### config.mk
export PLATFORM = sky130hd
export DESIGN_NAME = lsu_ctrl
export DESIGN_NICKNAME = d
export VERILOG_FILES = /design/src/rtl/lsu_pkg.sv /design/src/rtl/lsu_load_extract.sv /design/src/rtl/lsu_ctrl.sv
export SDC_FILE = /design/constraint.sdc
export NUM_CORES = 1
export LEC_CHECK = 0
export BUFFER_PORTS_ARGS = -buffer_cell sky130_fd_sc_hd__buf_2
export CAP_MARGIN = 20
export CORE_UTILIZATION = 45
export CTS_CLUSTER_DIAMETER = 120
export DETAILED_ROUTE_END_ITERATION = 12
export PLACE_DENSITY_LB_ADDON = 0.3
export SYNTH_ARGS = -nofsm -noshare
export SYNTH_HDL_FRONTEND = slang
export SYNTH_SLANG_ARGS = --single-unit
### constraint.sdc
create_clock -name i_clk -period 3.5 [get_ports i_clk]
set_input_delay 0.7 -clock i_clk [delete_from_list [all_inputs] [get_ports i_clk]]
set_output_delay 0.7 -clock i_clk [all_outputs]
set_load 0.005 [all_outputs]
### src/rtl/lsu_pkg.sv
// Shared types and encodings for the load/store unit: FSM states, RV32I
// width codes and fault codes reported with the completion pulse.
package lsu_pkg;

    typedef enum logic [1:0] {
        IDLE = 2'd0,
        REQ  = 2'd1,
        DONE = 2'd2
    } lsu_state_e;

    localparam logic [2:0] F3_B  = 3'd0;
    localparam logic [2:0] F3_H  = 3'd1;
    localparam logic [2:0] F3_W  = 3'd2;
    localparam logic [2:0] F3_BU = 3'd4;
    localparam logic [2:0] F3_HU = 3'd5;

    localparam logic [1:0] FLT_OK       = 2'b00;
    localparam logic [1:0] FLT_MISALIGN = 2'b01;
    localparam logic [1:0] FLT_TIMEOUT  = 2'b10;
    localparam logic [1:0] FLT_ILLEGAL  = 2'b11;

endpackage

### src/rtl/lsu_load_extract.sv
// Picks the addressed byte/halfword out of a read word and sign- or
// zero-extends it; purely combinational so a cache path can share it.
module lsu_load_extract
    import lsu_pkg::*;
(
    input  logic [31:0] rdata_i,
    input  logic [2:0]  funct3_i,
    input  logic [1:0]  lane_i,
    output logic [31:0] data_o
);

    logic signed [7:0]  byte_s;
    logic signed [15:0] half_s;

    always_comb begin
        byte_s = rdata_i[8*lane_i +: 8];
        half_s = rdata_i[16*lane_i[1] +: 16];
        case (funct3_i)
            F3_B:    data_o = 32'(byte_s);
            F3_BU:   data_o = {24'b0, byte_s};
            F3_H:    data_o = 32'(half_s);
            F3_HU:   data_o = {16'b0, half_s};
            default: data_o = rdata_i;
        endcase
    end

endmodule

### src/rtl/lsu_ctrl.sv
// Load/store controller: accepts an ALU effective address, runs one
// req/ack transaction against data memory and reports data plus fault.
module lsu_ctrl
    import lsu_pkg::*;
#(
    parameter int TIMEOUT = 16,
    parameter int CNT_W   = 8
) (
    input  logic        i_clk,
    input  logic        i_reset,
    input  logic        i_lsu_valid,
    input  logic        i_lsu_wren,
    input  logic [2:0]  i_funct3,
    input  logic [31:0] i_addr,
    input  logic [31:0] i_st_data,
    output logic        o_lsu_busy,
    output logic        o_lsu_done,
    output logic [31:0] o_ld_data,
    output logic [1:0]  o_fault,
    output logic        o_mem_req,
    output logic        o_mem_we,
    output logic [31:0] o_mem_addr,
    output logic [31:0] o_mem_wdata,
    output logic [3:0]  o_mem_bmask,
    input  logic        i_mem_ack,
    input  logic [31:0] i_mem_rdata
);

    localparam logic [CNT_W-1:0] CNT_LAST = CNT_W'(TIMEOUT - 1);

    lsu_state_e       state_q, state_d;
    logic [CNT_W-1:0] cnt_q, cnt_d;
    logic [2:0]       f3_q, f3_d;
    logic [29:0]      word_q, word_d;
    logic [1:0]       lane_q, lane_d;
    logic             we_q, we_d;
    logic [31:0]      wdata_q, wdata_d;
    logic [3:0]       bmask_q, bmask_d;
    logic [31:0]      ld_q, ld_d;
    logic [1:0]       fault_q, fault_d;

    logic [31:0]      ext_data;
    logic [3:0]       acc_bmask;
    logic [31:0]      acc_wdata;
    logic             acc_illegal;
    logic             acc_misalign;
    logic             timed_out;

    lsu_load_extract u_extract (
        .rdata_i  (i_mem_rdata),
        .funct3_i (f3_q),
        .lane_i   (lane_q),
        .data_o   (ext_data)
    );

    // Classification and lane steering of the incoming access
    always_comb begin
        acc_illegal  = i_lsu_wren ? (i_funct3 >= 3'd3)
                                  : (i_funct3 == 3'd3 || i_funct3 == 3'd6 || i_funct3 == 3'd7);
        acc_misalign = ((i_funct3[1:0] == 2'b01) && i_addr[0])
                     || ((i_funct3[1:0] == 2'b10) && (i_addr[1:0] != 2'b00));
        case (i_funct3[1:0])
            2'b00: begin
                acc_bmask = 4'b0001 << i_addr[1:0];
                acc_wdata = {4{i_st_data[7:0]}};
            end
            2'b01: begin
                acc_bmask = i_addr[1] ? 4'b1100 : 4'b0011;
                acc_wdata = {2{i_st_data[15:0]}};
            end
            default: begin
                acc_bmask = 4'b1111;
                acc_wdata = i_st_data;
            end
        endcase
        if (!i_lsu_wren) begin
            acc_bmask = 4'b1111;
            acc_wdata = '0;
        end
    end

    assign timed_out = (TIMEOUT != 0) && (cnt_q == CNT_LAST);

    always_comb begin
        state_d = state_q;
        cnt_d   = cnt_q;
        f3_d    = f3_q;
        word_d  = word_q;
        lane_d  = lane_q;
        we_d    = we_q;
        wdata_d = wdata_q;
        bmask_d = bmask_q;
        ld_d    = ld_q;
        fault_d = fault_q;
        case (state_q)
            IDLE: begin
                if (i_lsu_valid) begin
                    f3_d    = i_funct3;
                    word_d  = i_addr[31:2];
                    lane_d  = i_addr[1:0];
                    we_d    = i_lsu_wren;
                    wdata_d = acc_wdata;
                    bmask_d = acc_bmask;
                    ld_d    = '0;
                    cnt_d   = '0;
                    if (acc_illegal) begin
                        fault_d = FLT_ILLEGAL;
                        state_d = DONE;
                    end else if (acc_misalign) begin
                        fault_d = FLT_MISALIGN;
                        state_d = DONE;
                    end else begin
                        fault_d = FLT_OK;
                        state_d = REQ;
                    end
                end
            end
            REQ: begin
                // An ack arriving on the final counted cycle still completes normally
                if (i_mem_ack) begin
                    ld_d    = we_q ? '0 : ext_data;
                    fault_d = FLT_OK;
                    state_d = DONE;
                end else if (timed_out) begin
                    ld_d    = '0;
                    fault_d = FLT_TIMEOUT;
                    state_d = DONE;
                end else begin
                    cnt_d = cnt_q + 1'b1;
                end
            end
            DONE:    state_d = IDLE;
            default: state_d = IDLE;
        endcase
    end

    always_ff @(posedge i_clk or posedge i_reset) begin
        if (i_reset) begin
            state_q <= IDLE;
            cnt_q   <= '0;
            f3_q    <= '0;
            word_q  <= '0;
            lane_q  <= '0;
            we_q    <= 1'b0;
            wdata_q <= '0;
            bmask_q <= '0;
            ld_q    <= '0;
            fault_q <= '0;
        end else begin
            state_q <= state_d;
            cnt_q   <= cnt_d;
            f3_q    <= f3_d;
            word_q  <= word_d;
            lane_q  <= lane_d;
            we_q    <= we_d;
            wdata_q <= wdata_d;
            bmask_q <= bmask_d;
            ld_q    <= ld_d;
            fault_q <= fault_d;
        end
    end

    assign o_lsu_busy  = (state_q != IDLE);
    assign o_lsu_done  = (state_q == DONE);
    assign o_mem_req   = (state_q == REQ);
    assign o_mem_we    = we_q;
    assign o_mem_addr  = {word_q, 2'b00};
    assign o_mem_wdata = wdata_q;
    assign o_mem_bmask = bmask_q;
    assign o_ld_data   = ld_q;
    assign o_fault     = fault_q;

endmodule

# Word-level counts from Yosys, hierarchy flattened
# Cells that the tools add are included.
[classes] addsub=1 order_cmp=1 eq_ne=15 shift=3 muxes=27 reduce_logical=15
[op_table] op="$mux W32" count=5
[op_table] op="$pmux W32 S2" count=2
[op_table] op="$pmux W32 S4" count=1
[op_table] op="$shiftx A32 B6 Y16" count=1
[op_table] op="$shiftx A32 B6 Y8" count=1
[op_table] op="$mux W8" count=3
[op_table] op="$mux W2" count=8
[op_table] op="$pmux W8 S2" count=1
[op_table] op="$eq A3 B3 Y1 const B" count=4
[op_table] op="$add A8 B1 Y8 const B" count=1
[op_table] op="$eq A8 B4 Y1 const B" count=1
[op_table] op="$mux W4" count=2
[op_table] op="$pmux W2 S2" count=2
[op_table] op="$pmux W4 S2" count=1
[op_table] op="$ne A2 B2 Y1 const B" count=3
[op_table] op="$reduce_bool A2 Y1" count=3
[op_table] op="$eq A2 B1 Y1 const B" count=2
[op_table] op="$eq A2 B2 Y1 const B" count=2
[op_table] op="$logic_not A2 Y1" count=2
[op_table] op="$reduce_and A2 Y1" count=2
[op_table] op="$reduce_and A4 Y1" count=1
[op_table] op="$shl A1 B2 Y4 const A" count=1
[op_table] op="$eq A3 B1 Y1 const B" count=1
[op_table] op="$eq A3 B2 Y1 const B" count=1
[op_table] op="7 further kinds" count=11
[totals] ff_bits=116 inputBits=104 out_inout_bits=106 elab_cells=72

# Depth between registers and ports, before layout
# Gate-level depths: netlist (run 1).
[depth] word_depth=7 mapped_depth=7 ltp_nobuf=5

# Hierarchy
# From an unflattened synthesis (run 1), not the netlist that was laid out.
[hier_totals] cells_unflattened=580 area_unflattened_um2=5434.0
[modules_own_cells] module="lsu_ctrl" instances=1 cells_each=471 area_per_inst_um2=4805.9 seq_area_each_um2=2902.8
[modules_own_cells] module="lsu_load_extract" instances=1 cells_each=109 area_per_inst_um2=628.1 seq_area_each_um2=0.0

# Worst setup path before layout (run 1)
# OpenSTA, ideal clock, no wires.
[synth_path] kind="input to register" from="input i_mem_ack" to="register fault_q[1] (netlist: o_fault[1])" setup_ns=0.127 arrival_ns=1.928 t_required_ns=3.373 path_slack_ns=1.445 cell_stages=6 n_path_buf=2 cell_sequence="or3b_1 buf_6 a41o_1 nand2b_2 buf_6 mux2_1"
[synth_between] elab_chain_len=2 word_cells_on_any_way=4 cone_classes="eq/ne (1); mux (2); reduce/logical (1)"
[synth_rtl] element="start, declared" line="lsu_ctrl.sv:25" source="input logic i_mem_ack,"
[synth_rtl] element="$ne A3 B1 Y1 (no source line) / $mux W2 (equally long branches)"
[synth_rtl] element="$reduce_and A3 Y1 (no source line) / $pmux W2 S2 (equally long branches)"
[synth_rtl] element="end signal, assigned" line="lsu_ctrl.sv:159" source="fault_q <= fault_d;"
[synth_rtl] element="end, declared" line="lsu_ctrl.sv:40" source="logic [1:0] fault_q, fault_d;"
# Parallel ways exist; a longest one is shown, timed or not.
# A chain may end at the register's enable or synchronous reset.

# Worst setup path in the final report (run 1)
[layout_path] from="register lane_q[1]" to="register ld_q[28] (netlist: o_ld_data[28])"
[layout_between] elab_chain_len=5 word_cells_on_any_way=6 cone_classes="shift (2); mux (4)"
[layout_rtl] element="start, declared" line="lsu_ctrl.sv:35" source="logic [1:0] lane_q, lane_d;"
[layout_rtl] element="start signal, assigned" line="lsu_ctrl.sv:154" source="lane_q <= lane_d;"
[layout_rtl] element="$shiftx A32 B6 Y16 / $shiftx A32 B6 Y8 (equally long branches)" line="lsu_load_extract.sv:17, lsu_load_extract.sv:16"
[layout_rtl] element="$pmux W32 S4 *" line="lsu_load_extract.sv:18" source="case (funct3_i)"
[layout_rtl] element="$mux W32 *" line="lsu_ctrl.sv:121" source="ld_d = we_q ? '0 : ext_data;"
[layout_rtl] element="$mux W32 *" line="lsu_ctrl.sv:120" source="if (i_mem_ack) begin"
[layout_rtl] element="$pmux W32 S2 *" line="lsu_ctrl.sv:95" source="case (state_q)"
[layout_rtl] element="end signal, assigned" line="lsu_ctrl.sv:158" source="ld_q <= ld_d;"
[layout_rtl] element="end, declared" line="lsu_ctrl.sv:39" source="logic [31:0] ld_q, ld_d;"
# Every way passes the cells marked *; elsewhere a longest branch is shown, timed or not.

==> results of run 1 <==
==> area by class of cell <==
cell class	instances	area, sq um	share of cell area, %
sequential	116	2900	39.2
multi-input combinational	424	2480	33.5
timing repair buffer	214	1100	14.9
clock buffer	17	425	5.75
clock inverter	15	229	3.09
tap	168	210	2.84
inverter	13	52.6	0.710
==> how the worst max path moves through the flow <==
| stage | endpoint | slack (ps) | startpoint |
|---|---|---|---|
| floorplan | cnt_q[0]$_DFFE_PP0P_ | 1390 | i_reset |
| global placement | cnt_q[3]$_DFFE_PP0P_ | 1050 | i_mem_ack |
| detailed placement | cnt_q[3]$_DFFE_PP0P_ | 970 | i_mem_ack |
| CTS | o_ld_data[24]$_DFFE_PP0P_ | 1310 | lane_q[1]$_DFFE_PP0P_ |
| global route | o_ld_data[17]$_DFFE_PP0P_ | 1120 | lane_q[1]$_DFFE_PP0P_ |
| finish | o_ld_data[28]$_DFFE_PP0P_ | 1280 | lane_q[1]$_DFFE_PP0P_ |
==> power groups by stage <==
stage	registers, mW	clock network (mW)	logic, mW
global route	1.86	2.00	1.15
floorplan	1.78	0	0.632
CTS	1.82	1.94	1.04
global placement	1.82	0	1.01
finish	1.82	1.91	1.04
detailed placement	1.83	0	1.04
==> state kept, by name (all words and copies together), names as in the netlist <==
name and cells:
o_ld_data 32, o_mem_wdata 32, word_q 30, cnt_q 8
o_mem_bmask 4, f3_q 3, lane_q 2, o_fault 2
state_q 2, o_mem_we 1
==> kinds of logic after synthesis <==
logic type               after synthesis  synth area share, %
flip-flops                           116                 51.4
AND/OR/NAND/NOR                      248                 19.2
buffers and inverters                 61                 4.92
XOR/XNOR                               3                0.465
multiplexers                          30                 6.67
adder cells (fa/ha/maj)                1                0.221
AO/OA/AOI/OAI                        140                 17.1
other                                  1               0.0664
==> worst max-delay path, cell delays in order, from the launching register on <==
cell and delay (ps):
dfrtp_1 890, inv_1 290, mux2i_1 270, a21bo_1 470, nand3_1 150
==> cell usage in the layout (no fill, tap or decap), types with 6 or more instances in the layout <==
cell | synthesis | layout
buf_2 | 11 | 207
nand2_1 | 158 | 158
dfrtp_1 | 116 | 116
o21ai_0 | 51 | 51
nand3_1 | 26 | 26
nor2_1 | 26 | 25
nor2b_1 | 22 | 22
o31ai_1 | 18 | 18
clkbuf_16 | 0 | 17
mux2i_1 | 14 | 14
a22o_1 | 13 | 13
inv_1 | 13 | 12
mux2_2 | 10 | 10
o22ai_1 | 9 | 9
a21oi_1 | 8 | 8
a21o_1 | 7 | 7
buf_4 | 2 | 6
==> per-stage QoR <==
stage | utilization (%) | area, sq um | cells | worst slack [ps]
after floorplan | - | 5660 | 601 | 1390
after global placement | 55.7 | 6750 | 935 | 1050
after detailed placement | 55.7 | 6750 | 935 | 970
after CTS | 61.1 | 7400 | 967 | 1310
after global routing | 61.1 | 7400 | 967 | 1120
final | 61.1 | 7400 | 967 | 1280
==> layer usage <==
| metal | share of wire (%) | routed length [um] | global-route usage (%) | vias to the layer above |
|---|---|---|---|---|
| met5 | 0 | 0 | 0 | - |
| met1 | 42 | 6510 | 30.6 | 2476 |
| li1 | - | - | - | 2441 |
| met3 | 7.2 | 1100 | 4.89 | 27 |
| met4 | 2.7 | 414 | 10.8 | 0 |
| met2 | 48 | 7330 | 39.1 | 226 |
==> flow_summary.ini, run 1 <==
[clocking]
post_cts.repair.setup_buffers = 0
root_buffer = clkbuf_16
cts.sinks = 116
cts_buffers = 17
cts_max_level = 4
cts.repair.resized = 0
cts_hold_buf = 0
cts_tree = built
cts.path.max_buffers = 2
worstSkewPairLatency_ps = 410
clkSlewWorstSetupHoldPaths_ps = 50

[hold_path]
hold_class = input pin to asynchronous set/reset pin

[cells_and_area]
drive_above_1_share_pct = 33.9
syn_to_final_growth_pct = 31.1
n_fill_cell = 1053
layout.nets = 891
antenna_cells = 0

[pwr]
comb_power_share_pct = 21.7
ir_drop_uv = 294
seqPwrFrac_pct = 38.2
swShare_pct = 29.8
total_power_mw = 4.77
p_int_mw = 3.35
net-switching-power_mw = 1.42
pwr-share-clk_pct = 40.1
p_leak_nw = 3.89
cellPowerDensity_nw_per_um2 = 644

[detailed_routing]
first_iter_violations = 353
wl_mm = 15.4
drtPass1Iterations = 5
ant_nets = 0
wl_per_cell_um = 15.9
drt_drc_violations_left = 0
avgViaCountPerCell = 5.35
vias = 5170

[placement]
place.gp.congestion = 0.896
port_buffers = 207
dp_hpwl_mm = 10.8

[timing]
relSlewSlack_pct = 31.8
finalHoldViolations = 0
tightestPinTransition_ps = 1020
fmax_ghz = 0.451
setup_viol = 0
rsz0062_at_grt = no
hold_slack_ps = 436
slew_viol_final = 0
setup_tns_ps = 0
finClkSkew_ps = 10.0
period_minus_slack_ps = 2220
period_share_pct = 63.4

[critical_path]
regToRegSetupSlack_ps = 1280
ff2ff_path_depth = 4
required_ps = 3750
r2r_end = o_ld_data[28]$_DFFE_PP0P_
endpoint_kind = register
path_class = register to register
critPathLaunchType = register
timing.rr.start = lane_q[1]$_DFFE_PP0P_
crit_arrival_ps = 2470
cp_max_fo = 24

[synth]
synthesis.area_sq_um = 5650
ys_ff_latch = 116
synth.largest_area_cell = dfrtp_1
synth_ff_type = dfrtp_1
synth_cells = 600
yosys_warnings = 0
synth-edff-count = 0
synth.most_common_cell = nand2_1
netlist-cell-type-count = 55
ys_top_cells_by_count = nand2_1, dfrtp_1, o21ai_0
yosysSeqAreaShare_pct = 51.4
async_flop_share_pct = 100
syn_area_per_cell_sq_um = 9.42
synth_top_area_share_pct = 51.4
synthTopCellsByArea = dfrtp_1, nand2_1, o21ai_0

[run]
max_cap_violations = 0

[global_routing]
overflow = 0
antenna_found_initial = 0
first_global_vias = 4945
grt.total_usage_pct = 23.9
grt_max_degree = 80
grt_first_pass_wirelength_mm = 24.2

[floorplan]
dieArea_sq_um = 13000
die_h_um = 114
fp.dieW_um = 114
io-pin-count = 210
fp-row-count = 40
start_util_pct = 46.6
core_sq_um = 12100

[run_status]
status = finished, final reports clean
No activity file was read; power rests on OpenSTA's default activity.
==> run 2, diff against run 1 <==
- CORE_UTILIZATION: 45 -> 50
- clock period: 3.5 -> 2.3 ns (I/O delays scaled with it)
==> flow_summary.ini, run 2 (synthesis gave the netlist of run 1 again) <==
[run_status]
status = finished, final reports clean

[cells_and_area]
layout.nets = 899
final_cell_mix = buf_2, nand2_1, dfrtp_1, o21ai_0, nand3_1
drive_above_1_share_pct = 34.1
seq_area_sq_um = 2900
antenna_cells = 0
layout_commonest_cell = buf_2
n_fill_cell = 879
multi_input_area_sq_um = 2480
syn_to_final_growth_pct = 30.4

[global_routing]
grt.total_usage_pct = 27.4
antenna_found_initial = 0
grt_first_pass_wirelength_mm = 24.8
first_global_vias = 5165
overflow = 0
grt_max_degree = 49

[floorplan]
core_sq_um = 10900
fp.dieW_um = 108
dieArea_sq_um = 11700
fp-row-count = 38
start_util_pct = 51.7
io-pin-count = 210
die_h_um = 108

[critical_path]
crit_arrival_ps = 2140
required_ps = 2570
path_class = register to register
crit_path_top_delay_cell = or3b_1
endpoint_kind = register
path_cells = or3b_1 > a41oi_2 > buf_4 > nand4_1 > mux2i_1
critPathLaunchType = register
slowest_delay_ps = 520
cp_max_fo = 22

[pwr]
swShare_pct = 30.5
p_leak_nw = 3.88
pwr-share-clk_pct = 35.7
comb_power_share_pct = 25.0
cellPowerDensity_nw_per_um2 = 931
seqPwrFrac_pct = 39.3
p_int_mw = 4.77
ir_drop_uv = 504
total_power_mw = 6.86
net-switching-power_mw = 2.09

[clocking]
root_buffer = clkbuf_16
post_cts.repair.setup_buffers = 0
clkSlewWorstSetupHoldPaths_ps = 60
cts.sinks = 116
cts_tree = built
cts_max_level = 4
cts_hold_buf = 0
cts_buffers = 17
worstSkewPairLatency_ps = 400
cts.repair.resized = 0
cts.path.max_buffers = 2

[timing]
finClkSkew_ps = 12.1
period_minus_slack_ps = 1870
finalHoldViolations = 0
setup_tns_ps = 0
rsz0062_at_grt = no
slew_viol_final = 0
period_share_pct = 81.4
fmax_ghz = 0.534
setup_viol = 0
tightestPinTransition_ps = 637
relSlewSlack_pct = 57.6

[placement]
port_buffers = 207
place.gp.congestion = 0.935
dp_hpwl_mm = 11.1

[detailed_routing]
ant_nets = 0
avgViaCountPerCell = 5.60
drtPass1Iterations = 5
first_iter_violations = 406
wl_per_cell_um = 16.2
wl_mm = 15.4
drt_drc_violations_left = 0
vias = 5294

[hold_path]
hold_class = input pin to asynchronous set/reset pin

[run]
max_cap_violations = 0
==> run 2: changes by cell type in the layout (fill, tap and decap cells not counted), moves of 4 or more <==
cell,change
buf_4,+5
clkinvlp_4,+4
bufinv_16,-4
clkinv_4,-5
==> run 2: power by group through the flow <==
stage / logic [mW] / clock network (mW) / registers [mW]
2_1_floorplan: 0.962 / 0 / 2.71
3_3_place_gp: 1.65 / 0 / 2.70
3_5_place_dp: 1.72 / 0 / 2.71
4_1_cts: 1.72 / 2.50 / 2.69
5_1_grt: 1.91 / 2.57 / 2.75
6_report: 1.72 / 2.45 / 2.69
==> run 2: final timing paths <==
kind / startpoint / endpoint / slack [ps] / cells past startpoint
min reg2reg: word_q[2]$_DFFE_PP0P_ / word_q[2]$_DFFE_PP0P_ / 470 / 2
max in group asynchronous: i_reset / o_mem_wdata[6]$_DFFE_PP0P_ / 1630 / 3
max reg2reg: state_q[0]$_DFFE_PP0P_ / cnt_q[3]$_DFFE_PP0P_ / 430 / 5
min in group i_clk: i_addr[27] / word_q[25]$_DFFE_PP0P_ / 240 / 3
min: i_reset / o_mem_wdata[10]$_DFFE_PP0P_ / 120 / 2
max: state_q[0]$_DFFE_PP0P_ / cnt_q[3]$_DFFE_PP0P_ / 430 / 5
==> run 2: layer usage <==
layer	up-vias	GRT usage (%)	wire length, um
met4	0	13.7	566
met3	47	8.14	1260
met5	-	0	0
met1	2483	34.2	6320
met2	305	43.3	7210
li1	2459	-	-
==> run 2: metrics by stage <==
step	util, %	hold slack [ps]	instances	setup WS (ps)	area [sq um]
after global placement	62.3	454	915	419	6810
after detailed placement	62.3	457	915	361	6810
after floorplan	-	470	601	427	5660
after global routing	67.4	149	946	335	7370
final	67.4	123	946	427	7370
after CTS	67.4	113	946	436	7370
==> run 2: layout make-up <==
class / count / share of cell area, %
timing repair buffer: 222 / 16.3
clock buffer: 23 / 6.49
sequential: 116 / 39.4
clock inverter: 8 / 1.05
tap: 140 / 2.38
inverter: 13 / 0.713
multi-input combinational: 424 / 33.7
==> run 2: worst max-delay path: cells and delay by family, from the launching register on <==
kind | cells | cell delay, ps
AO/OA/AOI/OAI | 1 | 210
buffers and inverters | 1 | 250
flip-flops | 1 | 460
multiplexers | 1 | 150
AND/OR/NAND/NOR | 2 | 670
==> run 3, diff against run 2 <==
- ABC_AREA: default -> 1
- clock period: 2.3 -> 1.9 ns (I/O delays scaled with it)
==> flow_summary.ini, run 3 <==
[floorplan]
start_util_pct = 51.9
die_h_um = 109
fp-row-count = 38
fp.dieW_um = 109
io-pin-count = 210
core_sq_um = 11000
dieArea_sq_um = 11800

[critical_path]
crit_arrival_ps = 1340
timing.rr.start = cnt_q[0]$_DFFE_PP0P_
required_ps = 1520
worstSetupStartpoint = state_q[1]$_DFFE_PP0P_
endpoint_kind = output pin
cp_max_fo = 9
path_class = register to output pin
critPathLaunchType = register

[timing]
slew_viol_final = 0
tightestPinTransition_ps = 620
fmax_ghz = 0.583
period_share_pct = 90.3
setup_viol = 0
period_minus_slack_ps = 1720
finClkSkew_ps = 15.9
rsz0062_at_grt = no
relSlewSlack_pct = 58.7
setup_tns_ps = 0
finalHoldViolations = 0

[clocking]
clkSlewWorstSetupHoldPaths_ps = 60
cts_max_level = 4
worstSkewPairLatency_ps = 410
cts.sinks = 116
cts_tree = built
root_buffer = clkbuf_16
cts.path.max_buffers = 2
cts.repair.resized = 0
post_cts.repair.setup_buffers = 0
cts_buffers = 17
cts_hold_buf = 0

[synth]
yosys_warnings = 0
ys_ff_latch = 116
synthMuxAreaShare_pct = 1.41
synthesis.area_sq_um = 5700
ys_top_cells_by_count = nand2_1, dfrtp_1, o21ai_0
synth_cells = 723
syn_area_per_cell_sq_um = 7.88
synthTopCellsByArea = dfrtp_1, nand2_1, o21ai_0
synth.most_common_cell = nand2_1
yosysSeqAreaShare_pct = 50.9
synth-edff-count = 0
synth_ff_type = dfrtp_1
netlist-cell-type-count = 33
synth-compound-area-share_pct = 12.8
synth_top_area_share_pct = 50.9
synth_xor_area_share_pct = 0.307
synth_top_family_by_area = simple AND/OR/NAND/NOR gates
synth-simple-area-share_pct = 27.2
async_flop_share_pct = 100
synth.largest_area_cell = dfrtp_1
yosys.area_share.adder_pct = 0.220

[cells_and_area]
drive_above_1_share_pct = 28.8
post_layout_nonfiller_instances = 1080
antenna_cells = 0
layout.nets = 1032
n_fill_cell = 950
syn_to_final_growth_pct = 29.4
layout_commonest_cell = nand2_1
final_cell_mix = nand2_1, buf_2, dfrtp_1, o21ai_0, nor2_1

[detailed_routing]
wl_mm = 15.1
drt_drc_violations_left = 0
ant_nets = 0
vias = 5511
avgViaCountPerCell = 5.10
first_iter_violations = 466
drtPass1Iterations = 5
wl_per_cell_um = 14.0

[global_routing]
grt_max_degree = 117
antenna_found_initial = 0
grt_first_pass_wirelength_mm = 24.7
grt.total_usage_pct = 27.2
first_global_vias = 5112
overflow = 0

[pwr]
ir_drop_uv = 640
comb_power_share_pct = 25.5
seqPwrFrac_pct = 38.3
cellPowerDensity_nw_per_um2 = 1150
net-switching-power_mw = 2.81
swShare_pct = 33.2
p_leak_nw = 4.20
pwr-share-clk_pct = 36.1
p_int_mw = 5.65
total_power_mw = 8.46

[placement]
dp_hpwl_mm = 10.7
port_buffers = 207
place.gp.congestion = 0.884
dpl.cell_count = 1048

[run_status]
status = finished, final reports clean

[hold_path]
hold_class = input pin to asynchronous set/reset pin

[run]
max_cap_violations = 0
[run 3: per-layer routing]
| metal | vias to the layer above | GRT usage, % | routed length [um] |
|---|---|---|---|
| li1 | 2730 | - | - |
| met1 | 2519 | 37.8 | 6700 |
| met2 | 235 | 40.6 | 6810 |
| met3 | 27 | 7.71 | 1250 |
| met4 | 0 | 9.65 | 327 |
| met5 | - | 0 | 0 |
[run 3: power by group through the flow]
stage / combinational (mW) / clock (mW) / sequential, mW
after detailed placement: 2.18 / 0 / 3.26
final: 2.16 / 3.05 / 3.24
after floorplan: 1.30 / 0 / 3.27
after global placement: 2.12 / 0 / 3.28
after CTS: 2.17 / 3.10 / 3.24
after global routing: 2.46 / 3.24 / 3.30
[run 3: cell families after synthesis]
group,after synthesis
DFF,116
AOI/OAI and AO/OA,133
adders and majority gates,1
xor gates and xnor gates,2
buffers and inverters,80
other,1
muxes,8
and+or+nand+nor,382
[run 3: worst paths after layout]
check / end / slack, ps / cells past startpoint
setup / recovery: o_mem_req / 180 / 4
hold / removal: cnt_q[6]$_DFFE_PP0P_ / 140 / 3
setup reg to reg: cnt_q[5]$_DFFE_PP0P_ / 240 / 9
hold reg to reg: word_q[3]$_DFFE_PP0P_ / 470 / 2
max in group asynchronous: o_ld_data[14]$_DFFE_PP0P_ / 1280 / 3
min in group i_clk: word_q[0]$_DFFE_PP0P_ / 180 / 3
[run 3: stage by stage]
stage | hold WS (ps) | utilization (%) | setup WS [ps] | area (sq um)
3_3_place_gp | 450 | 62.0 | 302 | 6810
6_report | 136 | 67.1 | 183 | 7370
5_1_grt | 168 | 67.1 | 53.5 | 7370
2_1_floorplan | 465 | - | 107 | 5710
3_5_place_dp | 456 | 62.0 | 257 | 6810
4_1_cts | 161 | 67.1 | 163 | 7370
[run 3: area by class of cell]
type,instances,area (sq um),share of cell area (%)
Sequential cell,116,2900,39.4
Multi-Input combinational cell,528,2400,32.5
Timing Repair Buffer,221,1170,15.8
Clock buffer,18,439,5.96
Tap cell,140,175,2.38
Inverter,43,165,2.24
Clock inverter,14,130,1.76
[run 3: worst max-delay path: stages (launching register included)]
cell and delay [ps]:
dfrtp_1 380, inv_2 100, nand2_2 160, inv_1 170
buf_2 130
